## src/rtl/sargantana_ifill_responder.sv

```systemverilog
// iFill responder: takes one icache line-fill request, reads the line as N_BEATS
// in-order beats from a narrow memory port and returns it as a single-cycle response.
module sargantana_ifill_responder #(
    parameter int LINE_ADDR_W = 34,
    parameter int WAY_W       = 2,
    parameter int LINE_W      = 512,
    parameter int BEAT_W      = 128,
    parameter int N_BEATS     = 4
) (
    input  logic                                   clk_i,
    input  logic                                   rst_i,
    input  logic                                   flush_i,
    input  logic                                   ifill_req_valid_i,
    input  logic [LINE_ADDR_W-1:0]                 ifill_req_paddr_i,
    input  logic [WAY_W-1:0]                       ifill_req_way_i,
    output logic                                   ifill_req_ready_o,
    output logic                                   ifill_resp_ack_o,
    output logic                                   ifill_resp_valid_o,
    output logic [LINE_W-1:0]                      ifill_resp_data_o,
    output logic [WAY_W-1:0]                       ifill_resp_way_o,
    output logic                                   mem_req_valid_o,
    input  logic                                   mem_req_ready_i,
    output logic [LINE_ADDR_W+$clog2(N_BEATS)-1:0] mem_req_addr_o,
    input  logic                                   mem_rsp_valid_i,
    input  logic [BEAT_W-1:0]                      mem_rsp_data_i,
    output logic [31:0]                            fill_count_o
);

    localparam int IDX_W = $clog2(N_BEATS);
    localparam int CNT_W = IDX_W + 1;

    typedef enum logic [1:0] {
        IDLE,
        FETCH,
        RESP,
        DRAIN
    } state_t;

    state_t                 state;
    logic [CNT_W-1:0]       issue_cnt;
    logic [CNT_W-1:0]       recv_cnt;
    logic [LINE_ADDR_W-1:0] paddr_q;
    logic [WAY_W-1:0]       way_q;
    logic [LINE_W-1:0]      data_q;
    logic                   ack_q;
    logic [31:0]            fill_cnt_q;

    logic issue_fire;
    logic rsp_take;
    logic last_beat;

    // A response only counts when a beat is actually outstanding; strays are dropped.
    assign mem_req_valid_o = (state == FETCH) && (issue_cnt < CNT_W'(N_BEATS));
    assign issue_fire      = mem_req_valid_o && mem_req_ready_i;
    assign rsp_take        = mem_rsp_valid_i && (recv_cnt != issue_cnt)
                             && ((state == FETCH) || (state == DRAIN));
    assign last_beat       = rsp_take && (recv_cnt == CNT_W'(N_BEATS - 1));

    assign ifill_req_ready_o  = (state == IDLE);
    assign ifill_resp_ack_o   = ack_q;
    assign ifill_resp_valid_o = (state == RESP) && !flush_i;
    assign ifill_resp_data_o  = data_q;
    assign ifill_resp_way_o   = way_q;
    assign mem_req_addr_o     = {paddr_q, issue_cnt[IDX_W-1:0]};
    assign fill_count_o       = fill_cnt_q;

    always_ff @(posedge clk_i or posedge rst_i) begin
        if (rst_i) begin
            state      <= IDLE;
            issue_cnt  <= '0;
            recv_cnt   <= '0;
            paddr_q    <= '0;
            way_q      <= '0;
            data_q     <= '0;
            ack_q      <= 1'b0;
            fill_cnt_q <= '0;
        end else begin
            ack_q <= 1'b0;
            if (issue_fire) begin
                issue_cnt <= issue_cnt + CNT_W'(1);
            end
            if (rsp_take) begin
                recv_cnt <= recv_cnt + CNT_W'(1);
            end
            // Beats drained after a flush are counted but never written into the line.
            if (rsp_take && (state == FETCH)) begin
                data_q[int'(recv_cnt[IDX_W-1:0]) * BEAT_W +: BEAT_W] <= mem_rsp_data_i;
            end

            case (state)
                IDLE: begin
                    if (ifill_req_valid_i && !flush_i) begin
                        state     <= FETCH;
                        paddr_q   <= ifill_req_paddr_i;
                        way_q     <= ifill_req_way_i;
                        ack_q     <= 1'b1;
                        issue_cnt <= '0;
                        recv_cnt  <= '0;
                    end
                end
                FETCH: begin
                    if (flush_i) begin
                        state <= DRAIN;
                    end else if (last_beat) begin
                        state <= RESP;
                    end
                end
                RESP: begin
                    if (!flush_i) begin
                        fill_cnt_q <= fill_cnt_q + 32'd1;
                    end
                    state <= IDLE;
                end
                DRAIN: begin
                    if (recv_cnt == issue_cnt) begin
                        state <= IDLE;
                    end
                end
                default: state <= IDLE;
            endcase
        end
    end

    rsp_without_request: assert property (@(posedge clk_i) disable iff (rst_i)
        !(mem_rsp_valid_i && (recv_cnt == issue_cnt)));

endmodule
```

## config.mk

```make
export PLATFORM = sky130hd
export DESIGN_NAME = sargantana_ifill_responder
export DESIGN_NICKNAME = d
export VERILOG_FILES = /design/src/rtl/sargantana_ifill_responder.sv
export SDC_FILE = /design/constraint.sdc
export NUM_CORES = 1
export LEC_CHECK = 0
export ABC_CLOCK_PERIOD_IN_PS = 64099
export CAP_MARGIN = 20
export CORE_AREA = 2 2 296 298
export DETAILED_ROUTE_END_ITERATION = 10
export DIE_AREA = 0 0 298 300
export GPL_TIMING_DRIVEN = 0
export PLACE_DENSITY_LB_ADDON = 0.12
export SYNTH_ARGS = -nofsm -noshare
export SYNTH_HDL_FRONTEND = slang
export SYNTH_SLANG_ARGS = --single-unit
```

## constraint.sdc

```tcl
create_clock -name clk_i -period 64.1 [get_ports clk_i]
set_input_delay 19.23 -clock clk_i [delete_from_list [all_inputs] [get_ports clk_i]]
set_output_delay 19.23 -clock clk_i [all_outputs]
set_load 0.1 [all_outputs]
```

==> out/metrics.cfg, run 1 <==
[clocking]
clk_pin_slew_ns = 0.06
ctsHoldBuffers = 0
cts_buffers = 71
post-cts-setup-buffers = 0
max-clock-path-buffers = 3
insertion_delay_ns = 0.60
cts_resized = 0
cts.htree.levels = 3
cts-root-buf = clkbuf_16
cts.sinks = 589
cts_tree = built

[synth]
async_reset_ff_share_pct = 100
synth-main-ff-cell = dfrtp_1
ys_ff_latch = 589
synth-xor-area-share_pct = 1.36
synth.net_count = 2665
synth_mux_area_share_pct = 1.94
synth-simple-area-share_pct = 18.5
synth.most_common_cell = nand2_1
synth_top_cell_area_share_pct = 62.3
synth_fa_ha_area_share_pct = 0.476
synth-compound-area-share_pct = 11.4
yosysTopAreaCell = dfrtp_1
synth_area_leaders = dfrtp_1 (62%), nand2_1 (16%), o21ai_0 (7.4%), o21ai_1 (3.2%), mux2_2 (1.9%)
yosysWarningCount = 0
synthCells = 2486
synth_area_sq_um = 23700
avgSynthCellArea_sq_um = 9.52
synth_common_cells = nand2_1 (1,024), dfrtp_1 (589), o21ai_0 (352)
ys_types = 40
synth.yosys.seq_area_share_pct = 62.3
synth_top_family_by_area = simple AND/OR/NAND/NOR gates
synth_edf_count = 0

[floorplan]
die_w_um = 298
die_h_um = 300
initial_core_util_pct = 27.4
ios = 756
coreArea_sq_um = 86200
fp-row-count = 108
dieArea_sq_um = 89400

[pwr]
ir_drop_uv = 52.8
combPwrFrac_pct = 57.2
leakage_nw = 14.4
seq_power_share_pct = 24.1
p_sw_w = 0.00124
total_power_w = 0.00220
sw_frac_of_total_pct = 56.0
intPower_w = 0.000969
powerDensity_nw_per_um2 = 62.6
clkPwrFrac_pct = 18.6

[run]
maxCapViolCount = 0

[layout]
nNetsFinal = 3499
syn_to_final_growth_pct = 48.8
layout-drive-gt1-share_pct = 7.80

[worst_setup_path]
r2r-end = ifill_resp_data_o[71]$_DFFE_PP0P_
r2r_start = recv_cnt[0]$_DFF_PP0_
start_kind = input port
r2r_cells = 7
crit_type = in2out
cp_data_required_time_ns = 44.87
end_kind = primary output
arrival_ns = 21.92
crit_fanout = 5
rrSetupSlack_ns = 60.92

[worst_hold_path]
min_from = ifill_resp_data_o[148]$_DFFE_PP0P_
hold_path_class = reg2reg
hold_depth = 2
holdPathEnd = ifill_resp_data_o[148]$_DFFE_PP0P_

[detailed_routing]
routedWlPerCell_um = 22.1
drtIter0Drc = 1210
firstDrtPassIters = 5
antenna_left = 0
viasPerCell = 4.59
drc = 0
wl_um = 100000
via_count = 20800

[grt]
grt_usage_pct = 22.0
grt_pass1_vias = 21400
grt-ovfl-total = 0
grt_max_degree = 130
antenna_found_initial = 11
grt_pass1_wl_um = 146000

[timing]
setup_tns_ns = 0
rsz0062_at_grt = false
setup_viol = 0
tightest_slew_ns = 1.18
slew_violations = 0
finClkSkew_ns = 0.0236
max_freq_mhz = 24.3
period_needed_ns = 41.15
period_share_pct = 64.2
max_slew_margin_pct = 21.3
hold_viol_final = 0
finalWorstSetupSlack_ns = 22.95

[placement]
gp_congestion = 0.861
io_buffers = 755
dp_hpwl_um = 75900
place_ws_ns = 23.00

[run_status]
status = finished clean

## sequential cells by signal, summed over array words and instances (netlist names)
name	count
ifill_resp_data_o	512
paddr_q	34
fill_count_o	32
issue_cnt	3
recv_cnt	3
ifill_resp_way_o	2
state	2
ifill_resp_ack_o	1
## logic make-up (layout without fill, tap and decap cells)
group,Yosys count,in the layout
simple gates,1107,1107
mux,41,41
fa+ha+maj,9,9
compound gates,520,520
other cells,0,7
xor+xnor,35,35
flops,589,589
buf+inv,185,1069
## routing by layer
metal  wire length [um]  global-route usage, %  share of wire (%)
met4               4150                   9.38                4.1
met1              39100                   25.5                 39
met2              48400                   37.0                 48
met3               8530                   7.52                8.5
met5                 46                      0              0.046
## per-stage QoR
step	instance area, sq um	instances	utilization [%]	hold slack (ns)
4_1_cts	35200	4524	40.8	0.482
3_3_place_gp	32700	4396	37.9	0.461
5_1_grt	35200	4532	40.8	0.493
2_1_floorplan	23700	2486	-	0.542
3_5_place_dp	32800	4401	38.1	0.469
6_report	35200	4532	40.8	0.476
## worst max-delay path, cell delays in order
cell and delay [ns]:
clkdlybuf4s50_1 0.56, nor3_1 0.81, clkdlybuf4s50_1 1.31
## worst max-delay path by stage
stage	to	cells after the start	start
floorplan	ifill_resp_valid_o	1	flush_i
global placement	fill_count_o[31]$_DFFE_PP0P_	2	rst_i
detailed placement	ifill_resp_valid_o	3	flush_i
CTS	ifill_resp_valid_o	3	flush_i
global route	ifill_resp_valid_o	3	flush_i
finish	ifill_resp_valid_o	3	flush_i
## power groups by stage
| stage | registers [W] | logic (W) | clock network [W] |
|---|---|---|---|
| final | 0.000532 | 0.00126 | 0.000410 |
| after global routing | 0.000545 | 0.00131 | 0.000437 |
| after CTS | 0.000533 | 0.00127 | 0.000421 |
| after detailed placement | 0.000538 | 0.00127 | 0 |
| after global placement | 0.000536 | 0.00126 | 0 |
| after floorplan | 0.00122 | 0.000222 | 0 |
## layout by cell type, fill, tap and decap left out, drive strengths merged, types with 5 or more instances in the layout
cell / count
nand2: 1034
clkdlybuf4s50: 755
dfrtp: 589
o21ai: 512
clkbuf: 209
buf: 81
mux2: 39
xnor2: 26
nand4: 17
nor2: 11
clkinv: 10
inv: 10
nand3: 9
ha: 9
xor2: 9
diode: 7
and2: 7
and3: 7
nor3: 5
## final cells by class
class	count	area [sq um]
Multi-Input combinational cell	1712	7960
Clock inverter	18	234
Buffer	179	940
Fill cell	8623	51000
Timing Repair Buffer	761	7710
Inverter	6	30.0
Clock buffer	105	2130
Antenna cell	7	17.5
Tap cell	1155	1450
Sequential cell	589	14700
No activity file was read; power rests on OpenSTA's default activity.
==> inputs of run 2 (changes only) <==
Settings changed: ABC_CLOCK_PERIOD_IN_PS 64099 to 41300.
Clock period 64.1 ns to 41.3 ns, I/O delays scaled along.
==> results of run 2 <==
The final DEF is identical to that of run 1. Status: finished clean.
Main changes from that run: setup slack after placement 23.00 ns -> 13.88 ns; setup slack after layout 22.95 ns -> 13.83 ns; register-to-register setup slack 60.92 ns -> 38.12 ns; total power 0.00220 W -> 0.00342 W; worst IR drop on VDD 52.8 uV -> 81.9 uV
==> inputs of run 3 (changes only) <==
Settings changed: ABC_CLOCK_PERIOD_IN_PS 41300 to 27400.
Clock period 41.3 ns to 27.4 ns, I/O delays scaled along.
==> results of run 3 <==
The final DEF is identical to that of run 1. Status: finished clean.
Main changes from that run: setup slack after placement 23.00 ns -> 8.32 ns; setup slack after layout 22.95 ns -> 8.27 ns; register-to-register setup slack 60.92 ns -> 24.22 ns; total power 0.00220 W -> 0.00516 W; worst IR drop on VDD 52.8 uV -> 123 uV
